`src/rtl/mips_wb_pkg.sv`:
```
// Shared constants for the MIPS write-back stage: load formats and result-source indices.
package mips_wb_pkg;

  localparam logic [2:0] LD_W  = 3'b000;
  localparam logic [2:0] LD_B  = 3'b001;
  localparam logic [2:0] LD_BU = 3'b010;
  localparam logic [2:0] LD_H  = 3'b011;
  localparam logic [2:0] LD_HU = 3'b100;

  localparam int SRC_ALU  = 0;
  localparam int SRC_MEM  = 1;
  localparam int SRC_LINK = 2;
  localparam int SRC_IMM  = 3;

endpackage

```
`src/rtl/load_extend.sv`:
```
// Combinational load formatter: byte/halfword lane extraction with sign or zero extension.
// Flags halfword loads whose byte offset is odd.
module load_extend
  import mips_wb_pkg::*;
#(
  parameter int DATA_W = 32
) (
  input  logic [DATA_W-1:0]            i_data,
  input  logic [2:0]                   i_ld_mode,
  input  logic [$clog2(DATA_W/8)-1:0]  i_byte_off,
  output logic [DATA_W-1:0]            o_data,
  output logic                         o_misaligned
);

  localparam int NB = DATA_W / 8;
  localparam int NH = DATA_W / 16;
  localparam int BW = $clog2(NB);

  logic [7:0]  w_byte;
  logic [15:0] w_half;
  logic [BW-1:0] w_half_idx;

  assign w_half_idx = i_byte_off >> 1;

  always_comb begin
    w_byte = i_data[7:0];
    for (int k = 0; k < NB; k++) begin
      if (i_byte_off == BW'(k)) w_byte = i_data[k*8 +: 8];
    end
  end

  always_comb begin
    w_half = i_data[15:0];
    for (int k = 0; k < NH; k++) begin
      if (w_half_idx == BW'(k)) w_half = i_data[k*16 +: 16];
    end
  end

  always_comb begin
    o_data = i_data;
    case (i_ld_mode)
      LD_B:    o_data = {{(DATA_W-8){w_byte[7]}}, w_byte};
      LD_BU:   o_data = {{(DATA_W-8){1'b0}}, w_byte};
      LD_H:    o_data = {{(DATA_W-16){w_half[15]}}, w_half};
      LD_HU:   o_data = {{(DATA_W-16){1'b0}}, w_half};
      default: o_data = i_data;
    endcase
  end

  assign o_misaligned = ((i_ld_mode == LD_H) || (i_ld_mode == LD_HU)) && i_byte_off[0];

endmodule

```
`src/rtl/wb_select_stage.sv`:
```
// Write-back stage: source mux + load formatting into a one-entry output register, 1-cycle latency.
// Valid/ready output; in_ready = !out_valid || out_ready so a draining entry is replaced with no bubble.
module wb_select_stage
  import mips_wb_pkg::*;
#(
  parameter int DATA_W  = 32,
  parameter int NUM_SRC = 4,
  parameter int REG_AW  = 5,
  parameter int CNT_W   = 16
) (
  input  logic                          clk,
  input  logic                          rst_n,
  input  logic                          in_valid,
  output logic                          in_ready,
  input  logic [NUM_SRC*DATA_W-1:0]     src_data,
  input  logic [$clog2(NUM_SRC)-1:0]    wb_sel,
  input  logic [2:0]                    ld_mode,
  input  logic [$clog2(DATA_W/8)-1:0]   byte_off,
  input  logic [REG_AW-1:0]             dest_reg,
  input  logic                          reg_write,
  output logic                          out_valid,
  input  logic                          out_ready,
  output logic [REG_AW-1:0]             out_reg,
  output logic [DATA_W-1:0]             out_data,
  output logic                          misalign_err,
  output logic [CNT_W-1:0]              wb_count
);

  localparam int SW = $clog2(NUM_SRC);

  logic              r_valid;
  logic [REG_AW-1:0] r_reg;
  logic [DATA_W-1:0] r_data;
  logic              r_misalign;
  logic [CNT_W-1:0]  r_count;

  logic [DATA_W-1:0] w_src;
  logic [DATA_W-1:0] w_ext;
  logic              w_ext_mis;
  logic              w_is_mem;
  logic [DATA_W-1:0] w_fmt;
  logic              w_misalign;
  logic              w_accept;
  logic              w_drain;
  logic              w_write;

  // Out-of-range selects never match a loop index, so they fall back to source 0.
  always_comb begin
    w_src = src_data[DATA_W-1:0];
    for (int k = 1; k < NUM_SRC; k++) begin
      if (wb_sel == SW'(k)) w_src = src_data[k*DATA_W +: DATA_W];
    end
  end

  load_extend #(
    .DATA_W (DATA_W)
  ) u_load_extend (
    .i_data       (src_data[SRC_MEM*DATA_W +: DATA_W]),
    .i_ld_mode    (ld_mode),
    .i_byte_off   (byte_off),
    .o_data       (w_ext),
    .o_misaligned (w_ext_mis)
  );

  assign w_is_mem   = (wb_sel == SW'(SRC_MEM));
  assign w_fmt      = w_is_mem ? w_ext : w_src;
  assign w_misalign = w_is_mem && w_ext_mis;

  assign in_ready = !r_valid || out_ready;
  assign w_accept = in_valid && in_ready;
  assign w_drain  = r_valid && out_ready;
  assign w_write  = w_accept && reg_write && (dest_reg != '0) && !w_misalign;

  always_ff @(posedge clk or negedge rst_n) begin
    if (!rst_n) begin
      r_valid    <= 1'b0;
      r_reg      <= '0;
      r_data     <= '0;
      r_misalign <= 1'b0;
      r_count    <= '0;
    end else begin
      if (w_write) begin
        r_valid <= 1'b1;
        r_reg   <= dest_reg;
        r_data  <= w_fmt;
      end else if (w_drain) begin
        r_valid <= 1'b0;
      end
      r_misalign <= w_accept && w_misalign;
      if (w_drain) r_count <= r_count + CNT_W'(1);
    end
  end

  assign out_valid    = r_valid;
  assign out_reg      = r_reg;
  assign out_data     = r_data;
  assign misalign_err = r_misalign;
  assign wb_count     = r_count;

endmodule

```
`config.mk`:
```
export PLATFORM = sky130hd
export DESIGN_NAME = wb_select_stage
export DESIGN_NICKNAME = d
export VERILOG_FILES = /design/src/rtl/mips_wb_pkg.sv /design/src/rtl/load_extend.sv /design/src/rtl/wb_select_stage.sv
export SDC_FILE = /design/constraint.sdc
export NUM_CORES = 1
export LEC_CHECK = 0
export ABC_AREA = 0
export CAP_MARGIN = 10
export CORE_UTILIZATION = 41
export CTS_BUF_LIST = sky130_fd_sc_hd__clkbuf_16
export DETAILED_ROUTE_END_ITERATION = 10
export PLACE_DENSITY = 0.87
export SETUP_SLACK_MARGIN = 0.4
export SLEW_MARGIN = 0
export SYNTH_ARGS = -nofsm -noshare
export SYNTH_HDL_FRONTEND = slang
export SYNTH_SLANG_ARGS = --single-unit
```
`constraint.sdc`:
```
create_clock -name clk -period 1.6 [get_ports clk]
set_clock_uncertainty 0.1 [all_clocks]
set_input_delay 0.4 -clock clk [delete_from_list [all_inputs] [get_ports clk]]
set_output_delay 0.4 -clock clk [all_outputs]
set_load 0.05 [all_outputs]
```
==> tab_implementation.tex, run 1 <==
\begin{tabular}{lr}
\hline
Metric & Value \\
\hline
\multicolumn{2}{l}{\textbf{Synth}} \\
\quad Proportion of netlist area held by the largest area contributor & 0.351 \\
\quad Fraction of synthesis flops using an asynchronous set or reset pin & 1.00 \\
\quad Synth area leaders & dfrtp\_1 35\%, mux2\_2 8.9\%, nand2\_1 6.9\% \\
\quad \#FFs+latches synth & 55 \\
\quad Share of synthesized area occupied by flip-flops and latches & 0.351 \\
\quad Cell taking the most area after synthesis & dfrtp\_1 \\
\quad Top-count cell post-synth & nand2\_1 \\
\quad Count of different cell masters after synthesis & 50 \\
\quad Ys flop type & dfrtp\_1 \\
\quad Synth warn & 0 \\
\quad Avg Cell Area, Syn & 9.01 sq um \\
\quad Most frequent cells after synthesis & 72 x nand2\_1, 55 x dfrtp\_1, 31 x mux2\_2 \\
\quad Post-synthesis cell area & 3920 sq um \\
\quad Number of enable-type register cells in the synthesized netlist & 0 \\
\quad Post-synthesis cell count & 435 \\
\quad Synth Net Count & 581 \\
\multicolumn{2}{l}{\textbf{Clock tree}} \\
\quad H-tree depth & 2 \\
\quad Clock root buffer & clkbuf\_16 \\
\quad Clock Tree Buf Depth & 2 \\
\quad Clock buffers created by TritonCTS & 5 \\
\quad Sinks on the clock net & 55 \\
\multicolumn{2}{l}{\textbf{Floorplanning}} \\
\quad DIE HEIGHT & 99.8 microns \\
\quad Row cnt & 35 \\
\quad Effective utilization at floorplan & 0.424 \\
\quad Die Width & 99.8 microns \\
\quad Top-level I/O count & 201 \\
\multicolumn{2}{l}{\textbf{Global route}} \\
\quad Maximum number of pins on one net before global-route repair & 47 \\
\multicolumn{2}{l}{\textbf{Placement}} \\
\quad Count of placed standard cells including taps & 823 \\
\quad Gpl congestion & 1.02 \\
\quad Dpl hpwl & 13100 microns \\
\quad \# port buffers & 200 \\
\quad Place WS & -0.959 ns \\
\multicolumn{2}{l}{\textbf{STA}} \\
\quad Kind of endpoint with the least setup slack & register input \\
\quad Endpoint with the least setup slack after the last repair & out\_data[31]\$\_DFFE\_PN0P\_/D \\
\multicolumn{2}{l}{\textbf{Outcome}} \\
\quad Outcome & aborted with a tool error \\
\quad Stage where the flow stopped & global routing (5\_1\_grt) \\
\quad Error that stopped the run & [ERROR DPL-0038] Utilization greater than 100\%, impossible to legalize \\
\hline
\end{tabular}
logic make-up after synthesis:
| family | synth area share |
|---|---|
| and+or+nand+nor | 0.147 |
| buffers and inverters | 0.0425 |
| xor gates and xnor gates | 0.0357 |
| muxes | 0.146 |
| DFF | 0.351 |
| AOI/OAI and AO/OA | 0.272 |
| adders and majority gates | 0.00574 |
through the flow:
| stage | util | area (sq um) | TNS (ns) |
|---|---|---|---|
| floorplan | - | 4120 | -10.25 |
| CTS | 0.930 | 8590 | -8.25 |
| detailed placement | 0.800 | 7390 | -37.35 |
| global placement | 0.800 | 7390 | -34.30 |
repair_timing:
| action | in CTS |
|---|---|
| hold endpoints to repair | 9 |
| resized for setup | 181 |
| hold buffers | 1 |
| endpoints found under the setup margin | 111 |
| setup buffers | 52 |
| cloned | 9 |
| pin swaps | 43 |
==> run 2: changes to the inputs <==
CORE_UTILIZATION = 30   (was 41)
CTS_BUF_LIST = default   (was sky130_fd_sc_hd__clkbuf_16)
PLACE_DENSITY = default   (was 0.87)
PLACE_DENSITY_LB_ADDON = 0.15   (was default)
SETUP_SLACK_MARGIN = default   (was 0.4)
==> run 2 against run 1 <==
  * The flow now finishes, with violations (setup timing)
  * Synthesized cell count did not move
  * Area after synthesis did not move
==> tab_implementation.tex, run 2 <==
\begin{tabular}{lr}
\hline
Metric & Value \\
\hline
\multicolumn{2}{l}{\textbf{Outcome}} \\
\quad Outcome & complete, but fails checks \\
\quad Violations in the final reports & setup timing \\
\multicolumn{2}{l}{\textbf{Clock tree}} \\
\quad Clock Tree Buf Depth & 2 \\
\quad Clock buffers created by TritonCTS & 5 \\
\quad Clock root buffer & clkbuf\_16 \\
\quad Clock Latency Late Sink & 0.30 ns \\
\quad CTS clock-pin slew for the worst setup and hold paths & 0.08 ns \\
\quad H-tree depth & 2 \\
\quad Sinks on the clock net & 55 \\
\quad TritonCTS clock tree & done \\
\multicolumn{2}{l}{\textbf{Route}} \\
\quad Post-DRT Antenna Nets & 0 \\
\quad Drt drc & 0 \\
\quad First drt pass iteration count & 5 \\
\quad Post-detailed-route via-to-cell ratio & 5.20 \\
\quad Via Count & 4686 \\
\quad Routed wire length & 17000 microns \\
\quad Count of routing violations after the opening detailed-route iteration & 257 \\
\quad Wire length per cell & 18.9 microns \\
\multicolumn{2}{l}{\textbf{STA}} \\
\quad Max\_slew headroom & 0.686 \\
\quad Sum Neg Setup Slack & -5.07 ns \\
\quad Setup Viol. Count Final & 38 \\
\quad Portion of the clock cycle consumed by the worst path in the final layout & 1.13 \\
\quad Clock period minus final worst setup slack & 1.81 ns \\
\quad Final number of hold-violating endpoints & 0 \\
\quad Worst hold slack & 0.202 ns \\
\quad Unrepaired setup endpoints after global routing & true \\
\quad Max Clock Freq & 0.551 GHz \\
\quad Slack of the critical path & -0.214 ns \\
\quad Transition time at the pin with the least slew margin & 0.469 ns \\
\quad Count of final max-slew check failures & 0 \\
\multicolumn{2}{l}{\textbf{Cells and area}} \\
\quad Fin cells & 901 \\
\quad Inserted Diodes & 0 \\
\quad Nets@finish & 874 \\
\quad Area Overhead vs Synth & 112\% \\
\quad Final instance area & 8300 sq um \\
\quad Most common library cell in the layout ignoring fill and taps & clkdlybuf4s50\_1 \\
\quad Final Util & 0.655 \\
\quad Flip-flop count of the largest register after layout & 32 \\
\quad Share of layout cells above drive strength 1 & 0.424 \\
\quad Most frequent cells in the layout & 111 x clkdlybuf4s50\_1, 93 x buf\_4, 70 x buf\_12 \\
\multicolumn{2}{l}{\textbf{Synth}} \\
\quad Avg Cell Area, Syn & 9.01 sq um \\
\quad \#FFs+latches synth & 55 \\
\quad Ys flop type & dfrtp\_1 \\
\quad Top-count cell post-synth & nand2\_1 \\
\quad Number of enable-type register cells in the synthesized netlist & 0 \\
\quad Share of synthesized area occupied by flip-flops and latches & 0.351 \\
\quad Cell taking the most area after synthesis & dfrtp\_1 \\
\quad Synth warn & 0 \\
\quad Post-synthesis cell count & 435 \\
\quad Count of different cell masters after synthesis & 50 \\
\quad Most frequent cells after synthesis & 72 x nand2\_1, 55 x dfrtp\_1, 31 x mux2\_2 \\
\quad Proportion of netlist area held by the largest area contributor & 0.351 \\
\quad Post-synthesis cell area & 3920 sq um \\
\quad Fraction of synthesis flops using an asynchronous set or reset pin & 1.00 \\
\quad Synth area leaders & dfrtp\_1 35\%, mux2\_2 8.9\%, nand2\_1 6.9\% \\
\quad Synth Net Count & 581 \\
\multicolumn{2}{l}{\textbf{Power and ir drop}} \\
\quad Power dissipated by switching net loads & 2.72 mW \\
\quad Total internal power & 4.21 mW \\
\quad Max IR drop VDD & 0.469 mV \\
\quad Gate power share & 0.542 \\
\quad Total chip power & 6.92 mW \\
\quad Power per cell area & 834 nW/um\^{}2 \\
\quad Proportion of power drawn by the clock network & 0.170 \\
\quad Lkg Pwr & 3.57 nW \\
\quad Net switching share of the total power & 0.392 \\
\quad Relative contribution of sequential cells to total power & 0.288 \\
\multicolumn{2}{l}{\textbf{Global route}} \\
\quad Met3 capacity usage during global routing & 0.0529 \\
\quad Met1 layer usage reported by global route & 0.292 \\
\quad Gr ovfl total & 0 \\
\quad Wire length of the first global-routing pass & 25200 microns \\
\quad Global-route total usage across every layer & 0.248 \\
\quad Met2 track utilization from global routing & 0.447 \\
\quad Number of antenna violations at the first check in global routing & 0 \\
\quad Maximum number of pins on one net before global-route repair & 25 \\
\quad Busiest grt layer & met2 \\
\quad Vias in the first global route & 4805 \\
\multicolumn{2}{l}{\textbf{Setup path}} \\
\quad CP Cell Sequence & buf\_8 > mux4\_2 > or2\_4 > a21oi\_4 > clkbuf\_16 > a211oi\_2 > a21o\_1 \\
\quad Peak fanout along the critical path & 8 \\
\quad Critical Path Source Type & input port \\
\quad Logic depth of the worst path, buffers included & 7 \\
\quad Data arrival, critical path & 1.91 ns \\
\quad Kind of capture point of the worst setup path & register \\
\quad Length in cells of the worst reg-to-reg path & 7 \\
\quad Dominant delay contributor by cell family on the critical path & multiplexers \\
\quad Type of the setup path with the least slack & in -> reg \\
\quad CP max stage delay & 0.53 ns \\
\quad Number of buffers and inverters on the critical path & 2 \\
\quad Endpoint required time on the critical path & 1.69 ns \\
\quad Slowest stage cell on the critical path & mux4\_2 \\
\multicolumn{2}{l}{\textbf{Floorplanning}} \\
\quad Die Width & 116 microns \\
\quad Total die area & 13500 sq um \\
\quad Core area & 12700 sq um \\
\quad Row cnt & 41 \\
\quad DIE HEIGHT & 116 microns \\
\quad Effective utilization at floorplan & 0.309 \\
\quad Top-level I/O count & 201 \\
\multicolumn{2}{l}{\textbf{Placement}} \\
\quad Place WS & -0.922 ns \\
\quad Gpl congestion & 0.880 \\
\quad Post-place instance area & 7500 sq um \\
\quad Dpl hpwl & 13000 microns \\
\quad Count of placed standard cells including taps & 873 \\
\quad \# port buffers & 200 \\
\multicolumn{2}{l}{\textbf{Hold path}} \\
\quad Type of the worst min-delay path & in -> reg \\
\quad Hold depth & 3 \\
\multicolumn{2}{l}{\textbf{Flow run}} \\
\quad Number of max-cap violations & 0 \\
\hline
\end{tabular}
## run 2: cell counts after synthesis
No cell type changed its count.
## run 2: timing repair
item,in CTS,in global routing
pin swaps,21,25
gates resized for setup,119,54
hold buffers,1,0
setup endpoints to repair,44,38
endpoints found under the hold margin,13,0
buffers inserted,12,5
cloned,4,4
## run 2: layout make-up
cell class                 count  area, sq um
clock buffer                   5          125
clock inverter                 3         27.5
fill                        1051         4370
inverter                       2         7.51
multi-input combinational    344         2820
sequential                    55         1390
tap                          172          215
timing repair buffer         320         3720
## run 2: kinds of logic after synthesis
logic type	count (synthesis)	share of synthesized area
buf+inv	36	0.0425
compound gates	153	0.272
mux	47	0.146
xor+xnor	16	0.0357
fa+ha+maj	2	0.00574
flops	55	0.351
simple gates	126	0.147
## run 2: final timing paths
check	from	end	slack (ns)
max	byte_off[1]	out_data[25]	-0.21
min	dest_reg[2]	out_reg[2]	0.20
min reg2reg	wb_count[15]	wb_count[15]	0.43
min in group asynchronous	rst_n	wb_count[8]	0.45
max in group asynchronous	rst_n	out_data[13]	0.48
max reg2reg	out_valid	out_data[13]	-0.05
## run 2: worst min-delay path, stage by stage
cell and delay (ns):
buf_6 0.08, nand2_4 0.04, nand2_2 0.05
## run 2: power by group through the flow
stage / combinational (mW) / sequential, mW / clock, mW
2_1_floorplan: 0.717 / 2.74 / 0
3_3_place_gp: 3.48 / 2.00 / 0
3_5_place_dp: 3.52 / 2.01 / 0
4_1_cts: 3.66 / 1.99 / 1.21
5_1_grt: 3.91 / 2.03 / 1.26
6_report: 3.75 / 1.99 / 1.18
## run 2: routing by layer
| metal | wire length [microns] | part of all wire |
|---|---|---|
| met5 | 0 | 0 |
| met4 | 379 | 0.022 |
| met3 | 1140 | 0.067 |
| met2 | 8580 | 0.50 |
| met1 | 6910 | 0.41 |
Note: power is estimated with default switching activity, not from simulation.
==> run 3: changes to the inputs <==
--- a/config.mk
+++ b/config.mk
@@ -8,4 +8,5 @@
 export ABC_AREA = 0
-export CAP_MARGIN = 10
+export CAP_MARGIN = 20
 export CORE_UTILIZATION = 30
+export CTS_BUF_LIST = sky130_fd_sc_hd__clkbuf_8
 export DETAILED_ROUTE_END_ITERATION = 10
==> constraint.sdc (replaced) <==
create_clock -name clk -period 1.6 [get_ports clk]
set_clock_uncertainty 0.1 [all_clocks]
set_input_delay 0.48 -clock clk [delete_from_list [all_inputs] [get_ports clk]]
set_output_delay 0.48 -clock clk [all_outputs]
set_load 0.05 [all_outputs]
==> run 3 against run 2 <==
  * The flow still finishes with violations (setup timing)
  * Total power fell by 3.5%
  * Wire length rose by 2.2%
  * Count of clock-buffer cells in the layout did not move
  * Critical path depth did not move
  * Cell area rose by 0.87%
  * Hold slack improved by 0.10 ns
  * Core utilization rose by 0.57 points
  * Register-to-register slack got worse by 0.02 ns
  * Sequential cell count did not move
  * Largest cell class unchanged
  * Largest power group unchanged
==> tab_implementation.tex, run 3 (same netlist as run 2, synthesis figures left out) <==
\begin{tabular}{lr}
\hline
Metric & Value \\
\hline
\multicolumn{2}{l}{\textbf{Cells and area}} \\
\quad Inserted Diodes & 0 \\
\quad Most common library cell in the layout ignoring fill and taps & clkdlybuf4s50\_1 \\
\quad Number of fill cells in the layout & 1017 \\
\quad Share of layout cells above drive strength 1 & 0.455 \\
\quad Register cell area after layout & 1390 sq um \\
\quad Flip-flop count of the largest register after layout & 32 \\
\quad Multi-input combinational cell area & 2800 sq um \\
\quad Most frequent cells in the layout & 110 x clkdlybuf4s50\_1, 93 x buf\_4, 67 x buf\_12 \\
\quad Area Overhead vs Synth & 114\% \\
\quad Nets@finish & 883 \\
\multicolumn{2}{l}{\textbf{Hold path}} \\
\quad Type of the worst min-delay path & in -> reg \\
\quad Endpoint, Worst Hold & out\_reg[0] \\
\quad Hold depth & 3 \\
\quad Startpoint of the most critical hold path & dest\_reg[0] \\
\multicolumn{2}{l}{\textbf{Route}} \\
\quad Routed wire length & 17400 microns \\
\quad Via Count & 4805 \\
\quad Post-detailed-route via-to-cell ratio & 5.28 \\
\quad Count of routing violations after the opening detailed-route iteration & 264 \\
\quad First drt pass iteration count & 4 \\
\quad Drt drc & 0 \\
\quad Wire length per cell & 19.1 microns \\
\quad Post-DRT Antenna Nets & 0 \\
\multicolumn{2}{l}{\textbf{Floorplanning}} \\
\quad Die Width & 116 microns \\
\quad DIE HEIGHT & 116 microns \\
\quad Row cnt & 41 \\
\quad Total die area & 13500 sq um \\
\quad Core area & 12700 sq um \\
\quad Top-level I/O count & 201 \\
\quad Effective utilization at floorplan & 0.309 \\
\multicolumn{2}{l}{\textbf{Clock tree}} \\
\quad TritonCTS clock tree & done \\
\quad Clock root buffer & clkbuf\_8 \\
\quad CTS clock-pin slew for the worst setup and hold paths & 0.11 ns \\
\quad Sinks on the clock net & 55 \\
\quad Clock Latency Late Sink & 0.32 ns \\
\quad Clock Tree Buf Depth & 2 \\
\quad Clock buffers created by TritonCTS & 5 \\
\quad H-tree depth & 2 \\
\multicolumn{2}{l}{\textbf{Setup path}} \\
\quad CP Cell Sequence & buf\_8 > mux4\_2 > or2\_4 > a21oi\_4 > clkbuf\_16 > a211oi\_2 > a21o\_1 \\
\quad Length in cells of the worst reg-to-reg path & 7 \\
\quad Kind of capture point of the worst setup path & register \\
\quad Origin of the critical flop-to-flop path & out\_valid \\
\quad Reg-to-reg slack, setup & -0.07 ns \\
\quad Slowest stage cell on the critical path & mux4\_2 \\
\quad Worst reg2reg endpoint & out\_data[0] \\
\quad Type of the setup path with the least slack & in -> reg \\
\quad Endpoint required time on the critical path & 1.72 ns \\
\quad Data arrival, critical path & 1.98 ns \\
\quad CP max stage delay & 0.53 ns \\
\quad Number of buffers and inverters on the critical path & 2 \\
\quad Peak fanout along the critical path & 8 \\
\quad Critical Path Source Type & input port \\
\quad Dominant delay contributor by cell family on the critical path & multiplexers \\
\multicolumn{2}{l}{\textbf{STA}} \\
\quad Max Clock Freq & 0.538 GHz \\
\quad Count of final max-slew check failures & 0 \\
\quad Worst hold slack & 0.305 ns \\
\quad Slack of the critical path & -0.260 ns \\
\quad Sum Neg Setup Slack & -7.59 ns \\
\quad Portion of the clock cycle consumed by the worst path in the final layout & 1.16 \\
\quad Final number of hold-violating endpoints & 0 \\
\quad Max\_slew headroom & 0.719 \\
\quad Unrepaired setup endpoints after global routing & true \\
\quad Clock period minus final worst setup slack & 1.86 ns \\
\quad Transition time at the pin with the least slew margin & 0.419 ns \\
\quad Setup Viol. Count Final & 40 \\
\multicolumn{2}{l}{\textbf{Power and ir drop}} \\
\quad Lkg Pwr & 3.57 nW \\
\quad Total chip power & 6.68 mW \\
\quad Power per cell area & 798 nW/um\^{}2 \\
\quad Max IR drop VDD & 0.477 mV \\
\multicolumn{2}{l}{\textbf{Outcome}} \\
\quad Violations in the final reports & setup timing \\
\quad Outcome & complete, but fails checks \\
\multicolumn{2}{l}{\textbf{Placement}} \\
\quad Gpl congestion & 0.924 \\
\quad Dpl hpwl & 13400 microns \\
\quad \# port buffers & 200 \\
\multicolumn{2}{l}{\textbf{Global route}} \\
\quad Maximum number of pins on one net before global-route repair & 25 \\
\quad Wire length of the first global-routing pass & 26400 microns \\
\quad Vias in the first global route & 4977 \\
\quad Number of antenna violations at the first check in global routing & 0 \\
\quad Global-route total usage across every layer & 0.257 \\
\quad Gr ovfl total & 0 \\
\multicolumn{2}{l}{\textbf{Flow run}} \\
\quad Number of max-cap violations & 0 \\
\hline
\end{tabular}
==> run 3: cell count changes in the layout (fill, tap and decap cells not counted), sizes merged <==
| cell | change |
|---|---|
| clkbuf | -3 |
| dlygate4sd2 | +3 |
| buf | +12 |
| clkdlybuf4s15 | +1 |
| clkdlybuf4s50 | -1 |
| dlymetal6s2s | -3 |
==> run 3: worst register-to-register path: stages (launching register included) <==
cell and delay [ns]:
dfrtp_2 0.45, nand2b_4 0.08, and2_4 0.17, o2111ai_4 0.18, buf_12 0.19, buf_16 0.14, buf_4 0.13, o31ai_2 0.16
==> run 3: through the flow <==
step	instances	worst slack, ns	area, sq um	util
after global routing	910	-0.284	8370	0.661
final	910	-0.260	8370	0.661
after CTS	908	-0.292	8200	0.647
after detailed placement	877	-1.12	7500	0.592
after floorplan	435	-0.492	4080	-
after global placement	877	-1.04	7500	0.592
==> run 3: cell type report <==
cell class | count | area share
flip-flops and latches | 55 | 0.166
inverters | 2 | 0.000897
well taps | 172 | 0.0257
clock inverters | 3 | 0.00329
repair buffers | 329 | 0.461
clock buffers | 5 | 0.00822
multi-input cells | 344 | 0.335
==> run 3: metal layers <==
| metal | vias up | wire [microns] | part of all wire | global-route usage |
|---|---|---|---|---|
| met3 | 33 | 1070 | 0.062 | 0.0436 |
| li1 | 2237 | - | - | - |
| met4 | 0 | 521 | 0.030 | 0.0906 |
| met2 | 194 | 8820 | 0.51 | 0.457 |
| met5 | - | 0 | 0 | 0 |
| met1 | 2341 | 6970 | 0.40 | 0.313 |
==> run 3: worst max path at each step <==
stage	cells past startpoint	startpoint	to
floorplan	7	byte_off[1]	out_data[20]
global placement	8	ld_mode[2]	out_data[27]
detailed placement	8	ld_mode[2]	out_data[29]
CTS	7	byte_off[1]	out_data[26]
global route	7	byte_off[1]	out_data[18]
finish	7	byte_off[1]	out_data[23]
==> run 3: where the power goes <==
part	internal (mW)	switching (mW)	total, mW	leakage, nW
Sequential	1.65	0.370	2.02	0.679
Combinational	2.00	1.79	3.79	2.84
Clock	0.324	0.544	0.868	0.0463
Total	3.97	2.71	6.68	3.57
==> run 3: what timing repair did <==
item,in CTS,in global routing
endpoints found under the hold margin,12,0
endpoints found under the setup margin,49,42
gates cloned,7,1
gates resized for setup,165,35
setup buffers,18,4
hold buffers,1,0
pin swaps,36,21
==> run 4: changes to the inputs <==
ABC_CLOCK_PERIOD_IN_PS = 1600   (was default)
==> results of run 4 <==
Same layout as run 3: the final DEF is identical, and so are final timing and power.
